===== src/rtl/spi_ram_burst_slave.sv =====
// SPI slave sampled on the system clock, fused with a single-port RAM.
// Commands: 000 write addr, 001 write data, 110 read addr, 111 read data; burst via AUTO_INC.
module spi_ram_burst_slave #(
    parameter int ADDR_WIDTH = 8,
    parameter int DATA_WIDTH = 8,
    parameter int AUTO_INC   = 1
) (
    input  logic                  clk,
    input  logic                  rst,
    input  logic                  SS_n,
    input  logic                  MOSI,
    output logic                  MISO,
    output logic                  cmd_err,
    output logic [ADDR_WIDTH-1:0] wr_addr,
    output logic [ADDR_WIDTH-1:0] rd_addr
);

    localparam int MAXW = (ADDR_WIDTH > DATA_WIDTH) ? ADDR_WIDTH : DATA_WIDTH;
    localparam int CW   = $clog2(MAXW + 1) + 1;
    localparam logic [ADDR_WIDTH-1:0] INC = (AUTO_INC != 0) ? ADDR_WIDTH'(1) : '0;

    typedef enum logic [2:0] {IDLE, CMD, WR_ADDR, WR_DATA, RD_ADDR, RD_DATA, IGNORE} state_t;

    state_t                  state, state_nxt;
    logic [CW-1:0]           cnt;
    logic [1:0]              cmd_sr;
    logic [1:0]              turn;
    logic [MAXW-1:0]         sr;
    logic [DATA_WIDTH-1:0]   tx, rdata, wdata;
    logic [ADDR_WIDTH-1:0]   addr_in, ram_addr;
    logic                    cmd_bad, wr_last, rd_fetch;
    logic [DATA_WIDTH-1:0]   mem [0:(2**ADDR_WIDTH)-1];

    assign addr_in = {sr[ADDR_WIDTH-2:0], MOSI};
    assign wdata   = {sr[DATA_WIDTH-2:0], MOSI};

    always_comb begin
        state_nxt = state;
        cmd_bad   = 1'b0;
        if (SS_n) begin
            state_nxt = IDLE;
        end else begin
            case (state)
                IDLE: state_nxt = CMD;
                CMD: if (cnt == CW'(2)) begin
                    case ({cmd_sr, MOSI})
                        3'b000:  state_nxt = WR_ADDR;
                        3'b001:  state_nxt = WR_DATA;
                        3'b110:  state_nxt = RD_ADDR;
                        3'b111:  state_nxt = RD_DATA;
                        default: begin
                            state_nxt = IGNORE;
                            cmd_bad   = 1'b1;
                        end
                    endcase
                end
                default: ;
            endcase
        end
    end

    // Read side: turn 0 fetches the first word, turn 1 loads the shifter, turn 2 streams
    // and prefetches the following word while the current MSB goes out.
    always_comb begin
        wr_last  = !rst && !SS_n && state == WR_DATA && cnt == CW'(DATA_WIDTH - 1);
        rd_fetch = !rst && !SS_n && state == RD_DATA &&
                   (turn == 2'd0 || (turn == 2'd2 && cnt == '0));
        ram_addr = rd_addr;
        if (wr_last)
            ram_addr = wr_addr;
        else if (turn != 2'd0)
            ram_addr = rd_addr + INC;
    end

    always_ff @(posedge clk) begin
        if (wr_last)
            mem[ram_addr] <= wdata;
        if (rd_fetch)
            rdata <= mem[ram_addr];
    end

    always_ff @(posedge clk) begin
        if (rst)
            state <= IDLE;
        else
            state <= state_nxt;
    end

    always_ff @(posedge clk) begin
        if (rst) begin
            MISO    <= 1'b0;
            cmd_err <= 1'b0;
            wr_addr <= '0;
            rd_addr <= '0;
            cnt     <= '0;
            turn    <= '0;
            cmd_sr  <= '0;
            sr      <= '0;
            tx      <= '0;
        end else begin
            cmd_err <= cmd_bad;
            MISO    <= 1'b0;
            if (SS_n) begin
                cnt  <= '0;
                turn <= '0;
            end else begin
                case (state)
                    IDLE: begin
                        cnt  <= '0;
                        turn <= '0;
                    end
                    CMD: begin
                        cmd_sr <= {cmd_sr[0], MOSI};
                        cnt    <= (cnt == CW'(2)) ? '0 : cnt + 1'b1;
                    end
                    WR_ADDR, RD_ADDR: if (cnt < CW'(ADDR_WIDTH)) begin
                        sr  <= {sr[MAXW-2:0], MOSI};
                        cnt <= cnt + 1'b1;
                        if (cnt == CW'(ADDR_WIDTH - 1)) begin
                            if (state == WR_ADDR) wr_addr <= addr_in;
                            else                  rd_addr <= addr_in;
                        end
                    end
                    WR_DATA: begin
                        sr <= {sr[MAXW-2:0], MOSI};
                        if (wr_last) begin
                            cnt     <= '0;
                            wr_addr <= wr_addr + INC;
                        end else begin
                            cnt <= cnt + 1'b1;
                        end
                    end
                    RD_DATA: begin
                        case (turn)
                            2'd0: turn <= 2'd1;
                            2'd1: begin
                                tx   <= rdata;
                                turn <= 2'd2;
                                cnt  <= '0;
                            end
                            default: begin
                                MISO <= tx[DATA_WIDTH-1];
                                if (cnt == CW'(DATA_WIDTH - 1)) begin
                                    tx      <= rdata;
                                    rd_addr <= rd_addr + INC;
                                    cnt     <= '0;
                                end else begin
                                    tx  <= {tx[DATA_WIDTH-2:0], 1'b0};
                                    cnt <= cnt + 1'b1;
                                end
                            end
                        endcase
                    end
                    default: ;
                endcase
            end
        end
    end

endmodule


===== config.mk =====
export PLATFORM = sky130hd
export DESIGN_NAME = spi_ram_burst_slave
export DESIGN_NICKNAME = d
export VERILOG_FILES = /design/src/rtl/spi_ram_burst_slave.sv
export SDC_FILE = /design/constraint.sdc
export NUM_CORES = 2
export LEC_CHECK = 0
export BUFFER_PORTS_ARGS = -buffer_cell sky130_fd_sc_hd__buf_2
export CAP_MARGIN = 20
export CORE_ASPECT_RATIO = 0.6
export CORE_UTILIZATION = 50
export CTS_CLUSTER_DIAMETER = 100
export CTS_CLUSTER_SIZE = 12
export DETAILED_ROUTE_END_ITERATION = 8
export PLACE_DENSITY = 0.76
export SLEW_MARGIN = 20
export SYNTH_ARGS = -nofsm -noshare
export SYNTH_HDL_FRONTEND = slang
export SYNTH_SLANG_ARGS = --single-unit

===== constraint.sdc =====
create_clock -name clk -period 6.3 [get_ports clk]
set_clock_uncertainty 0.1 [all_clocks]
set_input_delay 0.315 -clock clk [delete_from_list [all_inputs] [get_ports clk]]
set_output_delay 0.315 -clock clk [all_outputs]
set_load 0.05 [all_outputs]

==> reports/metrics.csv <==
stage,metric,value,unit
place,placed_area,0.0863,mm²
timing,final.setup.tns,0,ns
worst_setup_path,crit_buf_inv,2,
worst_hold_path,min_path_type,input port to flop,
logic_synthesis,synth_area_leader_cell,edfxtp_1,
logic_synthesis,synth_flop_cell,edfxtp_1,
die,chipWidth,530,µm
finish,area_growth,9.71,%
clock_network,cts_root_buffer,clkbuf_16,
logic_synthesis,synth_area_leaders,"edfxtp_1 (74%), mux2i_1 (3.9%), mux4_2 (3.4%)",
worst_setup_path,reg2reg_depth,10,
worst_setup_path,critPathMaxFanout,105,
finish,layout-drive-gt1-share,11.8,%
logic_synthesis,synthCells,5166,
worst_setup_path,crit_top_cell,nand4_1,
drt,via_count,49500,
worst_setup_path,required,6.79,ns
finish,utilization,55.6,%
worst_setup_path,timing.rr.end,rdata[2],
logic_synthesis,synth-warning-count,0,
timing,rsz0062_at_grt,no,
finish,fill_cells,12300,
die,num_rows,115,
logic_synthesis,synth_commonest_cells,"edfxtp_1 (2056), nand2_1 (509), a21oi_1 (331)",
worst_hold_path,hold_depth,4,
die,die_h,319,µm
clock_network,clk_pin_slew_worst_paths,0.06,ns
die,dieArea,0.169,mm²
logic_synthesis,ys_seq_area_share,75.0,%
drt,vias_per_cell,6.68,
drt,ant_nets,0,
clock_network,h-tree-depth,4,
drt,routedWlPerCell,30.2,µm
die,coreArea,0.165,mm²
clock_network,cts_buffers,201,
finish,area.sequential,0.0627,mm²
timing,finalMaxSlewViolations,0,
logic_synthesis,synth.distinct_cells,64,
global_route,grt_antenna_before_repair,9,
die,num_io_pins,22,
place,hpwlAfterDp,132000,µm
clock_network,cts_tree,built,
timing,period_minus_slack,5.90,ns
worst_hold_path,hold_start,rst,
run_status,status,"finished, final reports clean",
logic_synthesis,synth-seq-cells,2101,
worst_setup_path,worstSetupPathType,flop to flop,
flow_run,maxCapViolations,0,
drt,routed_wl,224000,µm
worst_setup_path,rr_startpoint,state[0],
die,initial_utilization,50.7,%
global_route,gr-total-overflow,0,
drt,drc,0,
timing,fmax,0.170,GHz
global_route,grt_pass1_wl,323000,µm
drt,wl_met2,91200,µm
worst_setup_path,crit_slowest_cell,mux2_8,
worst_setup_path,worstSetupEndpointType,flop,
worst_setup_path,cp_data_arrival_time,6.39,ns
drt,wl_met1,88500,µm
drt,topRoutingLayerUsed,met5,
logic_synthesis,synth_edf_count,2056,
pwr,power.density,281,mW/mm²
logic_synthesis,postSynthAreaPerCell,16.2,µm²
logic_synthesis,syn_area,0.0836,mm²
worst_setup_path,critPathMaxStageDelay,1.00,ns
drt,drt_iter0_drc,9048,
logic_synthesis,syn_nets,5175,
pwr,peakVddDrop,0.000234,V
clock_network,clk-insertion-delay-late,0.85,ns
timing,maxSlewHeadroom,9.83,%
logic_synthesis,synthArstFlopShare,0,%
finish,nets,5170,
logic_synthesis,synth_most_common_cell,edfxtp_1,
place,place_congestion,0.999,
pwr,leakagePower,32.0,nW
place,place_inst,7176,
place,port_buffers,21,
clock_network,ctsLongestPathBuffers,4,
global_route,grt_pass1_vias,46500,
global_route,grt_max_degree,183,
finish,multi_input_area,0.0190,mm²
worst_setup_path,cp_cell_sequence,and3b_1 > nand4_1 > mux2_8 > buf_12 > buf_4 > a221oi_1 > or4_1 > a21oi_1 > nand4_1 > and3_1,
worst_hold_path,min_to,rd_addr[3],
logic_synthesis,synth_top_area_share,73.9,%
timing,tightest_slew,1.34,ns
worst_setup_path,start_kind,flop,
global_route,grt.total_usage,26.2,%
worst_setup_path,cp_top_family,simple AND/OR/NAND/NOR gates,
finish,fin_area,0.0917,mm²
worst_setup_path,reg2reg_slack,0.40,ns
timing,fin_crit_sh,93.6,%
clock_network,cts.sinks,2101,
timing,hold_viol,0,
finish,final_cell_count_no_fill,7411,
drt,first_pass_iters,6,
timing,finalSetupViolCount,0,
drt,met3_wirelength,38500,µm
==> power by group <==
group,total [W],switching [W],internal [W]
clock network,0.0106,0.00485,0.00572
registers,0.0151,0.00000225,0.0151
logic,0.0000516,0.0000437,0.00000783
==> sequential cells by signal (all words and copies together) (netlist names), 3 cells and up <==
signal,flops
cnt,5
rd_addr,8
mem,2048
wr_addr,8
tx,8
rdata,8
state,3
sr,7
==> cell families (layout without fill, tap and decap cells) <==
kind of cell	Yosys count	after routing	share of synthesized area (%)
AOI/OAI and AO/OA	1023	1023	8.67
xor gates and xnor gates	8	8	0.0838
adders and majority gates	5	5	0.0749
buffers and inverters	448	466	2.53
DFF	2101	2101	75.0
muxes	524	524	8.32
other	0	4	0
and+or+nand+nor	1057	1057	5.37
==> metal layers <==
metal	GRT usage [%]	vias up
met4	6.14	6
li1	-	20400
met5	0.766	-
met2	34.4	3938
met3	11.0	396
met1	39.8	24800
==> worst register-to-register path, cell delays in order (launching register included) <==
cell,delay (ns)
dfxtp_1,0.69
and3b_1,0.46
nand4_1,0.56
mux2_8,1.00
buf_12,0.44
buf_4,0.27
a221oi_1,0.14
or4_1,0.63
a21oi_1,0.65
nand4_1,0.41
and3_1,0.33
==> layout by cell type, fill, tap and decap left out, types with 20 or more instances in the layout <==
cell type  instances
nand2_1          495
nor2_1           308
buf_2             20
and3_1            30
inv_1             72
buf_12            39
o21ai_0           22
clkbuf_16        204
buf_4            105
a21oi_1          331
edfxtp_1        2056
a221oi_1         256
o41ai_1           27
nand4_1           26
nand3_1          100
dfxtp_1           38
mux2_2            60
a22oi_1           56
or4_1             26
o211ai_1         193
mux4_2           128
mux2i_1          326
==> cell type report <==
type,instances,area share [%]
timing repair buffer,168,1.87
clock buffer,221,5.64
multi-input combinational,2617,20.7
inverter,72,0.295
sequential,2101,68.4
antenna,4,0.0109
tap,2223,3.03
clock inverter,5,0.0587
==> how the worst max path moves through the flow <==
stage,slack (ns),startpoint,cells past startpoint,endpoint
after global routing,0.29,state[0],10,rdata[2]
after CTS,0.72,state[0],10,rdata[2]
after floorplan,1.89,sr[4],0,mem[0][5]
after detailed placement,0.72,state[0],10,rdata[2]
final,0.40,state[0],10,rdata[2]
after global placement,0.68,state[0],10,rdata[5]
==> through the flow <==
step           power (W)  setup WS (ns)  hold WS, ns
6_report          0.0257          0.402        0.378
5_1_grt           0.0263          0.287        0.375
4_1_cts           0.0258          0.718        0.316
3_5_place_dp      0.0155          0.722        0.376
3_3_place_gp      0.0155          0.678        0.357
2_1_floorplan     0.0154           1.89        0.314
==> what timing repair did <==
| item | CTS | global route |
|---|---|---|
| hold endpoints to repair | 98 | 0 |
| endpoints found under the setup margin | 0 | 0 |
| setup buffers | 0 | 0 |
| gates resized for setup | 0 | 0 |
| hold buffers | 3 | 0 |
Power figures use the tool's default switching activity.
